### src/rtl/mem_bus_arbiter_if.sv
// Signal bundle between the two requesters (fetch, mem_branch), the arbiter and the external memory bus.
// Handshake: a requester raises *_req with stable fields and holds them until its one-cycle *_ack;
// bus_req stays high with stable fields until a one-cycle bus_ack or the arbiter's timeout drops it.
interface mem_bus_arbiter_if;
  logic        if_req;
  logic [31:0] if_addr;
  logic        if_ack;
  logic [31:0] if_rdata;
  logic        if_err;

  logic        mb_req;
  logic        mb_we;
  logic [31:0] mb_addr;
  logic [31:0] mb_wdata;
  logic [3:0]  mb_wstrb;
  logic        mb_ack;
  logic [31:0] mb_rdata;
  logic        mb_err;

  logic        bus_req;
  logic        bus_we;
  logic [31:0] bus_addr;
  logic [31:0] bus_wdata;
  logic [3:0]  bus_wstrb;
  logic        bus_ack;
  logic [31:0] bus_rdata;

  logic        busy;
  logic [1:0]  state_dbg;

  modport slave (
    input  if_req, if_addr, mb_req, mb_we, mb_addr, mb_wdata, mb_wstrb, bus_ack, bus_rdata,
    output if_ack, if_rdata, if_err, mb_ack, mb_rdata, mb_err,
    output bus_req, bus_we, bus_addr, bus_wdata, bus_wstrb, busy, state_dbg
  );

  modport master (
    output if_req, if_addr, mb_req, mb_we, mb_addr, mb_wdata, mb_wstrb, bus_ack, bus_rdata,
    input  if_ack, if_rdata, if_err, mb_ack, mb_rdata, mb_err,
    input  bus_req, bus_we, bus_addr, bus_wdata, bus_wstrb, busy, state_dbg
  );
endinterface

### src/rtl/mem_bus_arbiter.sv
// Two-requester memory bus arbiter: data accesses win ties, fetch is forced in after a bounded
// data streak, and a stalled bus transfer is aborted with an error after TIMEOUT cycles.
module mem_bus_arbiter #(
  parameter int MAX_DATA_BURST = 4,
  parameter int TIMEOUT        = 255
) (
  input logic               clk,
  input logic               rst,
  mem_bus_arbiter_if.slave  a
);
  typedef enum logic [1:0] {IDLE = 2'd0, XFER = 2'd1, RESP = 2'd2} state_e;

  localparam logic [3:0] MAX_STREAK = 4'(MAX_DATA_BURST);
  localparam logic [7:0] TIMER_LAST = 8'(TIMEOUT - 1);

  state_e      state_q, state_d;
  logic [3:0]  streak_q, streak_d;
  logic [7:0]  timer_q, timer_d;
  logic        gnt_mb_q, gnt_mb_d;
  logic        bus_req_q, bus_req_d;
  logic        bus_we_q, bus_we_d;
  logic [31:0] bus_addr_q, bus_addr_d;
  logic [31:0] bus_wdata_q, bus_wdata_d;
  logic [3:0]  bus_wstrb_q, bus_wstrb_d;
  logic        if_ack_q, if_ack_d;
  logic [31:0] if_rdata_q, if_rdata_d;
  logic        if_err_q, if_err_d;
  logic        mb_ack_q, mb_ack_d;
  logic [31:0] mb_rdata_q, mb_rdata_d;
  logic        mb_err_q, mb_err_d;
  logic        busy_q, busy_d;

  // Fetch addresses are word aligned; the low bits never reach the bus.
  logic if_addr_lsb_unused;
  assign if_addr_lsb_unused = ^a.if_addr[1:0];

  always_comb begin
    state_d     = state_q;
    streak_d    = streak_q;
    timer_d     = timer_q;
    gnt_mb_d    = gnt_mb_q;
    bus_req_d   = bus_req_q;
    bus_we_d    = bus_we_q;
    bus_addr_d  = bus_addr_q;
    bus_wdata_d = bus_wdata_q;
    bus_wstrb_d = bus_wstrb_q;
    if_ack_d    = 1'b0;
    if_rdata_d  = if_rdata_q;
    if_err_d    = if_err_q;
    mb_ack_d    = 1'b0;
    mb_rdata_d  = mb_rdata_q;
    mb_err_d    = mb_err_q;

    case (state_q)
      IDLE: begin
        if (a.mb_req && (!a.if_req || (streak_q < MAX_STREAK))) begin
          gnt_mb_d    = 1'b1;
          streak_d    = a.if_req ? (streak_q + 4'd1) : 4'd0;
          bus_we_d    = a.mb_we;
          bus_addr_d  = a.mb_addr;
          bus_wdata_d = a.mb_wdata;
          bus_wstrb_d = a.mb_we ? a.mb_wstrb : 4'd0;
          bus_req_d   = 1'b1;
          timer_d     = 8'd0;
          state_d     = XFER;
        end else if (a.if_req) begin
          gnt_mb_d    = 1'b0;
          streak_d    = 4'd0;
          bus_we_d    = 1'b0;
          bus_addr_d  = {a.if_addr[31:2], 2'b00};
          bus_wdata_d = 32'd0;
          bus_wstrb_d = 4'd0;
          bus_req_d   = 1'b1;
          timer_d     = 8'd0;
          state_d     = XFER;
        end
      end
      XFER: begin
        // An ack landing on the last timer count still counts as a clean completion.
        if (a.bus_ack || (timer_q == TIMER_LAST)) begin
          bus_req_d = 1'b0;
          state_d   = RESP;
          if (gnt_mb_q) begin
            mb_ack_d   = 1'b1;
            mb_rdata_d = a.bus_ack ? a.bus_rdata : 32'd0;
            mb_err_d   = !a.bus_ack;
          end else begin
            if_ack_d   = 1'b1;
            if_rdata_d = a.bus_ack ? a.bus_rdata : 32'd0;
            if_err_d   = !a.bus_ack;
          end
        end else begin
          timer_d = timer_q + 8'd1;
        end
      end
      RESP:    state_d = IDLE;
      default: state_d = IDLE;
    endcase

    busy_d = (state_d != IDLE);
  end

  always_ff @(posedge clk or posedge rst) begin
    if (rst) begin
      state_q     <= IDLE;
      streak_q    <= 4'd0;
      timer_q     <= 8'd0;
      gnt_mb_q    <= 1'b0;
      bus_req_q   <= 1'b0;
      bus_we_q    <= 1'b0;
      bus_addr_q  <= 32'd0;
      bus_wdata_q <= 32'd0;
      bus_wstrb_q <= 4'd0;
      if_ack_q    <= 1'b0;
      if_rdata_q  <= 32'd0;
      if_err_q    <= 1'b0;
      mb_ack_q    <= 1'b0;
      mb_rdata_q  <= 32'd0;
      mb_err_q    <= 1'b0;
      busy_q      <= 1'b0;
    end else begin
      state_q     <= state_d;
      streak_q    <= streak_d;
      timer_q     <= timer_d;
      gnt_mb_q    <= gnt_mb_d;
      bus_req_q   <= bus_req_d;
      bus_we_q    <= bus_we_d;
      bus_addr_q  <= bus_addr_d;
      bus_wdata_q <= bus_wdata_d;
      bus_wstrb_q <= bus_wstrb_d;
      if_ack_q    <= if_ack_d;
      if_rdata_q  <= if_rdata_d;
      if_err_q    <= if_err_d;
      mb_ack_q    <= mb_ack_d;
      mb_rdata_q  <= mb_rdata_d;
      mb_err_q    <= mb_err_d;
      busy_q      <= busy_d;
    end
  end

  assign a.bus_req   = bus_req_q;
  assign a.bus_we    = bus_we_q;
  assign a.bus_addr  = bus_addr_q;
  assign a.bus_wdata = bus_wdata_q;
  assign a.bus_wstrb = bus_wstrb_q;
  assign a.if_ack    = if_ack_q;
  assign a.if_rdata  = if_rdata_q;
  assign a.if_err    = if_err_q;
  assign a.mb_ack    = mb_ack_q;
  assign a.mb_rdata  = mb_rdata_q;
  assign a.mb_err    = mb_err_q;
  assign a.busy      = busy_q;
  assign a.state_dbg = state_q;
endmodule

### src/flat_wrapper.sv
// flat-port wrapper written by rule: the top's interface ports become plain ports
module mem_bus_arbiter_flat 
#(
  parameter int MAX_DATA_BURST = 4,
  parameter int TIMEOUT        = 255
)
  (clk, rst, a_if_req, a_if_addr, a_mb_req, a_mb_we, a_mb_addr, a_mb_wdata, a_mb_wstrb, a_bus_ack, a_bus_rdata, a_if_ack, a_if_rdata, a_if_err, a_mb_ack, a_mb_rdata, a_mb_err, a_bus_req, a_bus_we, a_bus_addr, a_bus_wdata, a_bus_wstrb, a_busy, a_state_dbg);
  mem_bus_arbiter_if a_i ();
  input logic clk;
  input logic rst;
  input wire logic [$bits(a_i.if_req)-1:0] a_if_req;
  input wire logic [$bits(a_i.if_addr)-1:0] a_if_addr;
  input wire logic [$bits(a_i.mb_req)-1:0] a_mb_req;
  input wire logic [$bits(a_i.mb_we)-1:0] a_mb_we;
  input wire logic [$bits(a_i.mb_addr)-1:0] a_mb_addr;
  input wire logic [$bits(a_i.mb_wdata)-1:0] a_mb_wdata;
  input wire logic [$bits(a_i.mb_wstrb)-1:0] a_mb_wstrb;
  input wire logic [$bits(a_i.bus_ack)-1:0] a_bus_ack;
  input wire logic [$bits(a_i.bus_rdata)-1:0] a_bus_rdata;
  output wire logic [$bits(a_i.if_ack)-1:0] a_if_ack;
  output wire logic [$bits(a_i.if_rdata)-1:0] a_if_rdata;
  output wire logic [$bits(a_i.if_err)-1:0] a_if_err;
  output wire logic [$bits(a_i.mb_ack)-1:0] a_mb_ack;
  output wire logic [$bits(a_i.mb_rdata)-1:0] a_mb_rdata;
  output wire logic [$bits(a_i.mb_err)-1:0] a_mb_err;
  output wire logic [$bits(a_i.bus_req)-1:0] a_bus_req;
  output wire logic [$bits(a_i.bus_we)-1:0] a_bus_we;
  output wire logic [$bits(a_i.bus_addr)-1:0] a_bus_addr;
  output wire logic [$bits(a_i.bus_wdata)-1:0] a_bus_wdata;
  output wire logic [$bits(a_i.bus_wstrb)-1:0] a_bus_wstrb;
  output wire logic [$bits(a_i.busy)-1:0] a_busy;
  output wire logic [$bits(a_i.state_dbg)-1:0] a_state_dbg;
  assign a_i.if_req = a_if_req;
  assign a_i.if_addr = a_if_addr;
  assign a_i.mb_req = a_mb_req;
  assign a_i.mb_we = a_mb_we;
  assign a_i.mb_addr = a_mb_addr;
  assign a_i.mb_wdata = a_mb_wdata;
  assign a_i.mb_wstrb = a_mb_wstrb;
  assign a_i.bus_ack = a_bus_ack;
  assign a_i.bus_rdata = a_bus_rdata;
  assign a_if_ack = a_i.if_ack;
  assign a_if_rdata = a_i.if_rdata;
  assign a_if_err = a_i.if_err;
  assign a_mb_ack = a_i.mb_ack;
  assign a_mb_rdata = a_i.mb_rdata;
  assign a_mb_err = a_i.mb_err;
  assign a_bus_req = a_i.bus_req;
  assign a_bus_we = a_i.bus_we;
  assign a_bus_addr = a_i.bus_addr;
  assign a_bus_wdata = a_i.bus_wdata;
  assign a_bus_wstrb = a_i.bus_wstrb;
  assign a_busy = a_i.busy;
  assign a_state_dbg = a_i.state_dbg;
  mem_bus_arbiter #(.MAX_DATA_BURST(MAX_DATA_BURST), .TIMEOUT(TIMEOUT)) u_core (.clk(clk), .rst(rst), .a(a_i));
endmodule
### config.mk
export PLATFORM = sky130hd
export DESIGN_NAME = mem_bus_arbiter_flat
export DESIGN_NICKNAME = d
export VERILOG_FILES = /design/src/rtl/mem_bus_arbiter_if.sv /design/src/rtl/mem_bus_arbiter.sv /design/src/flat_wrapper.sv
export SDC_FILE = /design/constraint.sdc
export NUM_CORES = 1
export LEC_CHECK = 0
export CELL_PAD_IN_SITES_DETAIL_PLACEMENT = 1
export CELL_PAD_IN_SITES_GLOBAL_PLACEMENT = 1
export CORE_MARGIN = 1.5
export CORE_UTILIZATION = 28
export DETAILED_ROUTE_END_ITERATION = 6
export GPL_ROUTABILITY_DRIVEN = 0
export PLACE_DENSITY = 0.77
export SYNTH_ARGS = -nofsm -noshare
export SYNTH_HDL_FRONTEND = slang
export SYNTH_SLANG_ARGS = --single-unit
### constraint.sdc
create_clock -name clk -period 5.3 [get_ports clk]
set_input_delay 1.06 -clock clk [delete_from_list [all_inputs] [get_ports clk]]
set_output_delay 1.06 -clock clk [all_outputs]
set_load 0.1 [all_outputs]
==> results by group, run 1 <==
Status
  – Status: finished, final reports clean

Worst setup path
  – R2R Path End: u_core.a.if_rdata[29]
  – Reg-to-Reg Start: u_core.timer_q[0]
  – Largest stage delay, worst path: between 1 and 1.5 ns
  – Crit path buf inv count: 1
  – Crit-path cells: clkdlybuf4s50_1
  – Setup crit start: u_core.a.state_dbg[1]
  – Crit end category: output pin
  – Cells on worst reg2reg path: 6
  – Critical path data required time: 4.24 ns
  – CP max FO: 4
  – CP Capture Point: a_state_dbg[1]
  – Crit start category: register
  – Worst R2R Setup Slack: about 3.0 ns
  – Worst EP arrival: 2.03 ns
  – CP top delay family: buffers and inverters
  – Max stage delay cell, worst path: clkdlybuf4s50_1
  – Crit. path cell count: 1
  – Critical path type: register to output pin

Floorplanning
  – Die height: 152 µm
  – Starting density of the core: 28.5%
  – Core area: 21800 µm²
  – IO Pins: approximately 280
  – Cell Rows: 54
  – Die width: 152 µm
  – Die footprint: between 20000 and 25000 µm²

Drt
  – DRC: 0
  – First DRT Iteration DRCs: 156
  – Via count: roughly 5100
  – First-pass DRT Iterations: 4
  – DR WL/cell: 18.0 µm
  – Routed Antenna Nets: 0
  – Vias per cell: 4.87
  – Final WL: 18800 µm

CTS
  – Clk slew on worst S/H paths: 0.06 ns
  – CTS Buf Count: 17
  – Clk root buf: clkbuf_16
  – CTS tree: yes
  – Clk_lat worst skew: 0.42 ns
  – Clk sinks: 154
  – # resized after CTS: 0
  – Post-CTS setup buffer count: 0
  – Max clock buf depth: 2
  – Post-CTS Hold Fix Bufs: 0
  – H-tree depth: 4

Logic synthesis
  – Sequential area share after synthesis: 61.9%
  – Avg Cell Area, Syn: 12.7 µm²
  – Synthesis Warnings: 0
  – Net Count, Synth: around 630
  – Mapped Area: 6230 µm²
  – Flops & latches, synth: 154
  – Netlist cell types: 35
  – Mapped Cells: 491

GRT
  – Largest net degree at the start of global routing: between 90 and 100
  – Total GRT Usage: around 17%
  – Total grt overflow: 0
  – Initial antenna violation count: 0
  – First-pass GRT wire length: 30600 µm
  – Number of global-route vias before repair: 5369

Run
  – Max-cap violations: 0

Timing
  – Final Max Tran Viols: 0
  – Final hold vios: 0
  – Final setup TNS: 0 ns
  – Worst slew pin tran: 1.03 ns
  – Setup-failing EPs final: 0
  – Final hold slack: 0.474 ns
  – RSZ-0062 raised after global routing: false
  – Fin crit share: 58.2%
  – Slew headroom: a little under a third
  – Fin Clk Skew: roughly 0.011 ns
  – Maximum clock frequency: 324 MHz
  – Tmin final: 3.09 ns

Placed design
  – Number of port buffers: 276
  – Post-DP HPWL: approximately 13000 µm

Final layout
  – # nets final: 891
  – Most common cell after layout, fill and taps aside: clkdlybuf4s50_1
  – Layout cells sized above 1: 6.95%
  – Most frequent cells in the layout: clkdlybuf4s50_1, dfrtp_1, nand2_1
  – N_diodes: 0
  – Area growth, synth to finish: 57.6%

Worst hold path
  – Worst Hold Class: register to register
logic make-up after synthesis:
logic type | after synthesis | share of synthesized area, %
fa+ha+maj | 3 | 0.603
mux | 30 | 4.82
simple gates | 94 | 6.85
buf+inv | 48 | 4.24
compound gates | 162 | 21.6
flops | 154 | 61.9
synthesized netlist by cell type:
| cell | number | area (µm²) |
|---|---|---|
| dfrtp_1 | 154 | 3850 |
| nand2_1 | 69 | 259 |
| a32o_1 | 38 | 380 |
| a22o_1 | 35 | 307 |
| o21ai_0 | 35 | 175 |
| mux2i_1 | 30 | 300 |
| o2bb2ai_1 | 26 | 228 |
| clkbuf_1 | 18 | 67.6 |
| buf_2 | 13 | 65.1 |
| a21oi_1 | 8 | 40.0 |
| nand3_1 | 8 | 40.0 |
| buf_6 | 7 | 78.8 |
| inv_1 | 6 | 22.5 |
| nor2_1 | 6 | 22.5 |
| o2bb2ai_2 | 6 | 90.1 |
| buf_4 | 4 | 30.0 |
| and3_1 | 3 | 18.8 |
| ha_1 | 3 | 37.5 |
| a21boi_0 | 2 | 15.0 |
| a2bb2oi_1 | 2 | 17.5 |
| a31oi_1 | 2 | 12.5 |
| and2_1 | 2 | 12.5 |
| o21a_1 | 2 | 15.0 |
| a21o_1 | 1 | 7.51 |
| nand3_4 | 1 | 17.5 |
| nand3b_2 | 1 | 11.3 |
| nand4_4 | 1 | 21.3 |
| nor2b_2 | 1 | 8.76 |
| o211a_1 | 1 | 10.0 |
| o211ai_1 | 1 | 7.51 |
| o211ai_4 | 1 | 21.3 |
| o21ai_1 | 1 | 5.00 |
| o21ai_4 | 1 | 16.3 |
| or2b_1 | 1 | 7.51 |
| or4_1 | 1 | 7.51 |
how the worst min path moves through the flow:
| stage | start | endpoint | cells past startpoint |
|---|---|---|---|
| 2_1_floorplan | u_core.streak_q[3] | u_core.streak_q[3] | 1 |
| 3_3_place_gp | u_core.a.bus_addr[17] | u_core.a.bus_addr[17] | 2 |
| 3_5_place_dp | u_core.a.bus_addr[28] | u_core.a.bus_addr[28] | 2 |
| 4_1_cts | u_core.a.bus_addr[25] | u_core.a.bus_addr[25] | 2 |
| 5_1_grt | u_core.a.bus_addr[25] | u_core.a.bus_addr[25] | 2 |
| 6_report | u_core.a.bus_addr[28] | u_core.a.bus_addr[28] | 2 |
sequential cells by signal, summed over array words and instances, names as in the netlist:
| name | flops |
|---|---|
| u_core.gnt_mb_q | 1 |
| u_core.a.mb_rdata | 32 |
| u_core.a.bus_we | 1 |
| u_core.a.bus_req | 1 |
| u_core.a.state_dbg | 2 |
| u_core.timer_q | 8 |
| u_core.a.if_rdata | 32 |
| u_core.a.bus_wdata | 32 |
| u_core.a.mb_ack | 1 |
| u_core.a.bus_addr | 32 |
| u_core.a.mb_err | 1 |
| u_core.a.if_err | 1 |
| u_core.a.bus_wstrb | 4 |
| u_core.a.busy | 1 |
| u_core.streak_q | 4 |
| u_core.a.if_ack | 1 |
stage by stage:
stage          utilization [%]  std cells  instance area (µm²)  setup slack (ns)
2_1_floorplan                -        491                 6230            0.0902
3_3_place_gp              42.1       1011                 9190              2.14
3_5_place_dp              42.1       1011                 9190              2.11
4_1_cts                   45.0       1043                 9820              2.19
5_1_grt                   45.0       1043                 9820              2.14
6_report                  45.0       1043                 9820              2.21
area by class of cell:
| class | count | area [µm²] |
|---|---|---|
| multi-input cells | 289 | 2130 |
| flip-flops and latches | 154 | 3850 |
| repair buffers | 282 | 2820 |
| well taps | 280 | 350 |
| clock inverters | 12 | 185 |
| fillers | 2294 | 12000 |
| inverters | 6 | 27.5 |
| clock buffers | 20 | 447 |
metal layers:
layer	vias up	wire [µm]	track usage (%)	share of wire (%)
met5	-	0	0	0
met4	0	438	6.47	2.3
met3	24	1400	5.52	7.4
met2	204	8730	26.4	46
met1	2517	8230	21.1	44
li1	2336	-	-	-
Power of run 1 is not shown: default switching activity piles up to over one toggle a cycle in this logic, so the estimate is an artifact.
==> run 2, diff against run 1 <==
Clock period 5.3 ns to 2.5 ns, I/O delays scaled along.
==> results by group, run 2 (same netlist as run 1, synthesis figures left out) <==
GRT
  – First-pass GRT wire length: 30100 µm
  – Busiest grt layer: met2
  – Met1 usage: about 20%
  – Total GRT Usage: between 15 and 20%
  – Initial antenna violation count: 0
  – Met2 usage in global routing: between 20% and 30%
  – Largest net degree at the start of global routing: a little under 100
  – Met3 Usage GRT: under 10%
  – Number of global-route vias before repair: 5549
  – Total grt overflow: 0

Worst setup path
  – Worst R2R Setup Slack: 0.42 ns
  – Crit-path cells: inv_1 -> ha_1 -> nand3_1 -> o21ai_4 -> nand3_4 -> a32o_1
  – Crit end category: register
  – Setup crit start: u_core.timer_q[0]
  – Critical path type: register to register
  – Cells on worst reg2reg path: 6
  – Reg-to-Reg Start: u_core.timer_q[0]
  – Crit start category: register
  – Crit. path cell count: 6
  – CP max FO: 33
  – Crit path buf inv count: 1
  – Max stage delay cell, worst path: dfrtp_1
  – Worst EP arrival: 2.38 ns
  – Critical path data required time: 2.80 ns
  – R2R Path End: u_core.a.mb_rdata[14]
  – Largest stage delay, worst path: 0.44 ns
  – CP top delay family: compound AO/OA/AOI/OAI gates

CTS
  – Clk root buf: clkbuf_16
  – Clk sinks: 154
  – Post-CTS setup buffer count: 0
  – # resized after CTS: 0
  – CTS tree: yes
  – H-tree depth: 4
  – Max clock buf depth: 2
  – Clk slew on worst S/H paths: ~0.060 ns
  – Post-CTS Hold Fix Bufs: 0
  – Clk_lat worst skew: 0.41 ns
  – CTS Buf Count: 17

Floorplanning
  – Die height: 152 µm
  – Cell Rows: 54
  – Core area: between 20000 and 25000 µm²
  – IO Pins: 279
  – Die footprint: 23200 µm²
  – Die width: 152 µm
  – Starting density of the core: 28.5%

Final layout
  – Fill cell count: 2340
  – Layout cells sized above 1: 25.9%
  – N_diodes: 0
  – Area growth, synth to finish: 52.9%
  – # nets final: 896
  – Most common cell after layout, fill and taps aside: dfrtp_1
  – Area of the multi-input gates: 2130 µm²
  – Reg area: 3850 µm²
  – Most frequent cells in the layout: dfrtp_1, buf_4, clkdlybuf4s50_1

Timing
  – Fin crit share: 83.1%
  – Worst slew pin tran: 0.711 ns
  – Maximum clock frequency: 481 MHz
  – Final setup TNS: 0 ns
  – Tmin final: approximately 2.1 ns
  – Slew headroom: 52.6%
  – Fin Clk Skew: 0.00961 ns
  – RSZ-0062 raised after global routing: false
  – Setup-failing EPs final: 0
  – Final hold vios: 0
  – Final Max Tran Viols: 0

Drt
  – First DRT Iteration DRCs: 136
  – Final WL: 17900 µm
  – DRC: 0
  – Routed Antenna Nets: 0
  – First-pass DRT Iterations: 4
  – DR WL/cell: between 15 and 20 µm
  – Vias per cell: 4.80
  – Via count: a little over 5000

Status
  – Status: finished, final reports clean

Worst hold path
  – WHS Endpoint: u_core.a.bus_addr[9]
  – Hold Path Cell Cnt: 2
  – Worst Hold Class: register to register
  – Hold Path Origin: u_core.a.bus_addr[9]

Run
  – Max-cap violations: 0

Placed design
  – Post-DP HPWL: 12600 µm
  – Number of port buffers: 276
-- run 2: worst max-delay path by stage --
| stage | slack (ns) | endpoint |
|---|---|---|
| 6_report | 0.42 | u_core.a.mb_rdata[14] |
| 5_1_grt | 0.26 | u_core.a.mb_rdata[5] |
| 4_1_cts | 0.39 | u_core.a.mb_rdata[5] |
| 3_5_place_dp | 0.27 | u_core.a.mb_rdata[5] |
| 3_3_place_gp | 0.35 | u_core.a.mb_rdata[7] |
| 2_1_floorplan | 0.06 | u_core.a.bus_addr[0] |
-- run 2: cell type report --
cell class	instances	area share [%]
flip-flops and latches	154	40.5
repair buffers	287	27.2
multi-input cells	289	22.4
clock buffers	18	4.50
well taps	280	3.68
clock inverters	13	1.47
inverters	6	0.276
-- run 2: worst reg2reg max path: cells and delay by family (launching register included) --
kind,cells,cell delay [ns]
AND/OR/NAND/NOR,2,0.63
adder cells (fa/ha/maj),1,0.15
buffers and inverters,1,0.09
flip-flops,1,0.44
AO/OA/AOI/OAI,2,0.66
-- run 2: per-layer routing --
layer	share of wire, %	vias up
met5	0	-
met1	42	2471
met3	7.5	24
met4	1.8	0
met2	49	193
li1	-	2341
-- run 2: stage by stage --
| step | hold WS (ns) | utilization, % | setup WS [ns] | instance area [µm²] | cells |
|---|---|---|---|---|---|
| 5_1_grt | 0.504 | 43.7 | 0.257 | 9530 | 1047 |
| 3_3_place_gp | 0.463 | 41.0 | 0.351 | 8960 | 1016 |
| 3_5_place_dp | 0.475 | 41.0 | 0.266 | 8960 | 1016 |
| 4_1_cts | 0.490 | 43.7 | 0.391 | 9530 | 1047 |
| 2_1_floorplan | 0.448 | - | 0.0551 | 6230 | 491 |
| 6_report | 0.483 | 43.7 | 0.422 | 9530 | 1047 |
Power of run 2 is left out for the same reason.
==> run 3, diff against run 2 <==
Settings changed: PLACE_DENSITY 0.77 to 0.74.
Clock period 2.5 ns to 1.92 ns, I/O delays scaled along.
==> results by group, run 3 (same netlist as run 1, synthesis figures left out) <==
Drt
  – Final WL: 18200 µm
  – Metal-1 WL: 7890 µm
  – First DRT Iteration DRCs: 186
  – First-pass DRT Iterations: 4
  – DRC: 0
  – Via count: approximately 5100
  – Routed Antenna Nets: 0
  – Met3 routed WL: 1310 µm
  – Met2 Wirelength: 8670 µm
  – DR WL/cell: 17.1 µm
  – Top sig layer: met4
  – Vias per cell: 4.83

Worst setup path
  – Critical path data required time: about 2.3 ns
  – Crit-path cells: inv_1 -> ha_1 -> nand3_1 -> buf_4 -> o211ai_4 -> or4_1 -> nand3_1
  – CP max FO: 6
  – Worst EP arrival: 2.10 ns
  – Largest stage delay, worst path: 0.52 ns
  – Max stage delay cell, worst path: or4_1
  – Most frequent CP cell: nand3_1
  – Crit start category: register
  – Critical path type: register to register
  – Crit end category: register

Final layout
  – Cell Count, Final, Fillers Out: 1064
  – Layout cells sized above 1: between 20 and 30%
  – Most frequent cells in the layout: buf_4, dfrtp_1, clkdlybuf4s50_1
  – Most common cell after layout, fill and taps aside: buf_4
  – Area growth, synth to finish: 56.7%
  – N_diodes: 0
  – # nets final: 912

CTS
  – CTS tree: yes
  – Clk_lat worst skew: between 0.4 and 0.5 ns
  – Clk sinks: ~150
  – Clk root buf: clkbuf_16
  – Max clock buf depth: 2
  – Clk slew on worst S/H paths: 0.06 ns
  – CTS Buf Count: 17
  – H-tree depth: 4
  – Post-CTS Hold Fix Bufs: 0
  – Post-CTS setup buffer count: 0

Timing
  – Final hold vios: 0
  – Worst slew pin tran: between 0.3 and 0.4 ns
  – Maximum clock frequency: around 570 MHz
  – Tmin final: between 1.5 and 2 ns
  – Fin Clk Skew: 0.00855 ns
  – Slew headroom: 74.8%
  – Final hold slack: 0.394 ns
  – RSZ-0062 raised after global routing: false
  – Final Max Tran Viols: 0
  – Fin crit share: 91.1%
  – Setup-failing EPs final: 0

Run
  – Max-cap violations: 0

GRT
  – Initial antenna violation count: 0
  – Number of global-route vias before repair: about 5500
  – First-pass GRT wire length: 29800 µm
  – Largest net degree at the start of global routing: between 60 and 70
  – Total grt overflow: 0
  – Total GRT Usage: approximately 16%

Floorplanning
  – Cell Rows: 54
  – Starting density of the core: 28.5%
  – Core area: 21800 µm²
  – IO Pins: 279
  – Die height: 152 µm
  – Die width: 152 µm
  – Die footprint: roughly 23000 µm²

Status
  – Status: finished, final reports clean

Placed design
  – Number of port buffers: 276
  – Inst Count DP: 1032
  – Post-DP HPWL: 13100 µm

Worst hold path
  – Worst Hold Class: input port to asynchronous set/reset pin
## run 3: cell types whose count changed in the layout (fill, tap and decap cells not counted)
| cell | before | now |
|---|---|---|
| buf_4 | 144 | 154 |
| buf_12 | 8 | 14 |
| clkinv_2 | 4 | 0 |
| inv_8 | 0 | 4 |
| clkinv_8 | 0 | 1 |
| clkinvlp_4 | 2 | 3 |
| inv_6 | 5 | 4 |
| nand2_1 | 68 | 67 |
| nand2_2 | 1 | 2 |
## run 3: layout make-up
cell class | count | area [µm²]
clock buffer | 18 | 429
clock inverter | 14 | 180
fill | 2312 | 12100
inverter | 6 | 26.3
multi-input combinational | 289 | 2140
sequential | 154 | 3850
tap | 280 | 350
timing repair buffer | 303 | 2790
## run 3: through the flow
stage                     setup WS [ns]  util, %  area [µm²]  setup TNS [ns]
final                             0.171     44.7        9760               0
after global routing             0.0420     44.7        9760               0
after CTS                        0.0926     44.7        9760               0
after detailed placement         0.0425     41.9        9150               0
after global placement           0.0747     41.9        9150               0
after floorplan                  -0.409        -        6230          -65.06
## run 3: critical path: cells and delay by family, from the launching register on
| kind | cells | cell delay [ns] |
|---|---|---|
| AOI/OAI and AO/OA | 1 | 0.08 |
| DFF | 1 | 0.42 |
| and+or+nand+nor | 3 | 0.76 |
| adders and majority gates | 1 | 0.20 |
| buffers and inverters | 2 | 0.23 |
## run 3: what timing repair did
action | in CTS | in global routing
gates resized for setup | 0 | 1
endpoints found under the setup margin | 0 | 1
endpoints found under the hold margin | 0 | 0
## run 3: metal layers
| metal | vias to the layer above | global-route usage, % |
|---|---|---|
| met1 | 2532 | 20.1 |
| li1 | 2387 | - |
| met5 | - | 0 |
| met4 | 0 | 4.25 |
| met3 | 19 | 5.40 |
| met2 | 197 | 26.3 |
## run 3: path summary, 6_finish.rpt
kind / startpoint / to / slack, ns / depth (start not counted)
setup / recovery: u_core.timer_q[0] / u_core.timer_q[7] / 0.17 / 7
hold / removal: rst / u_core.a.busy / 0.39 / 3
setup reg to reg: u_core.timer_q[0] / u_core.timer_q[7] / 0.17 / 7
hold reg to reg: u_core.streak_q[3] / u_core.streak_q[3] / 0.48 / 1
max in group asynchronous: rst / u_core.a.state_dbg[0] / 1.06 / 4
min in group clk: u_core.streak_q[3] / u_core.streak_q[3] / 0.48 / 1
Power of run 3 is left out for the same reason.
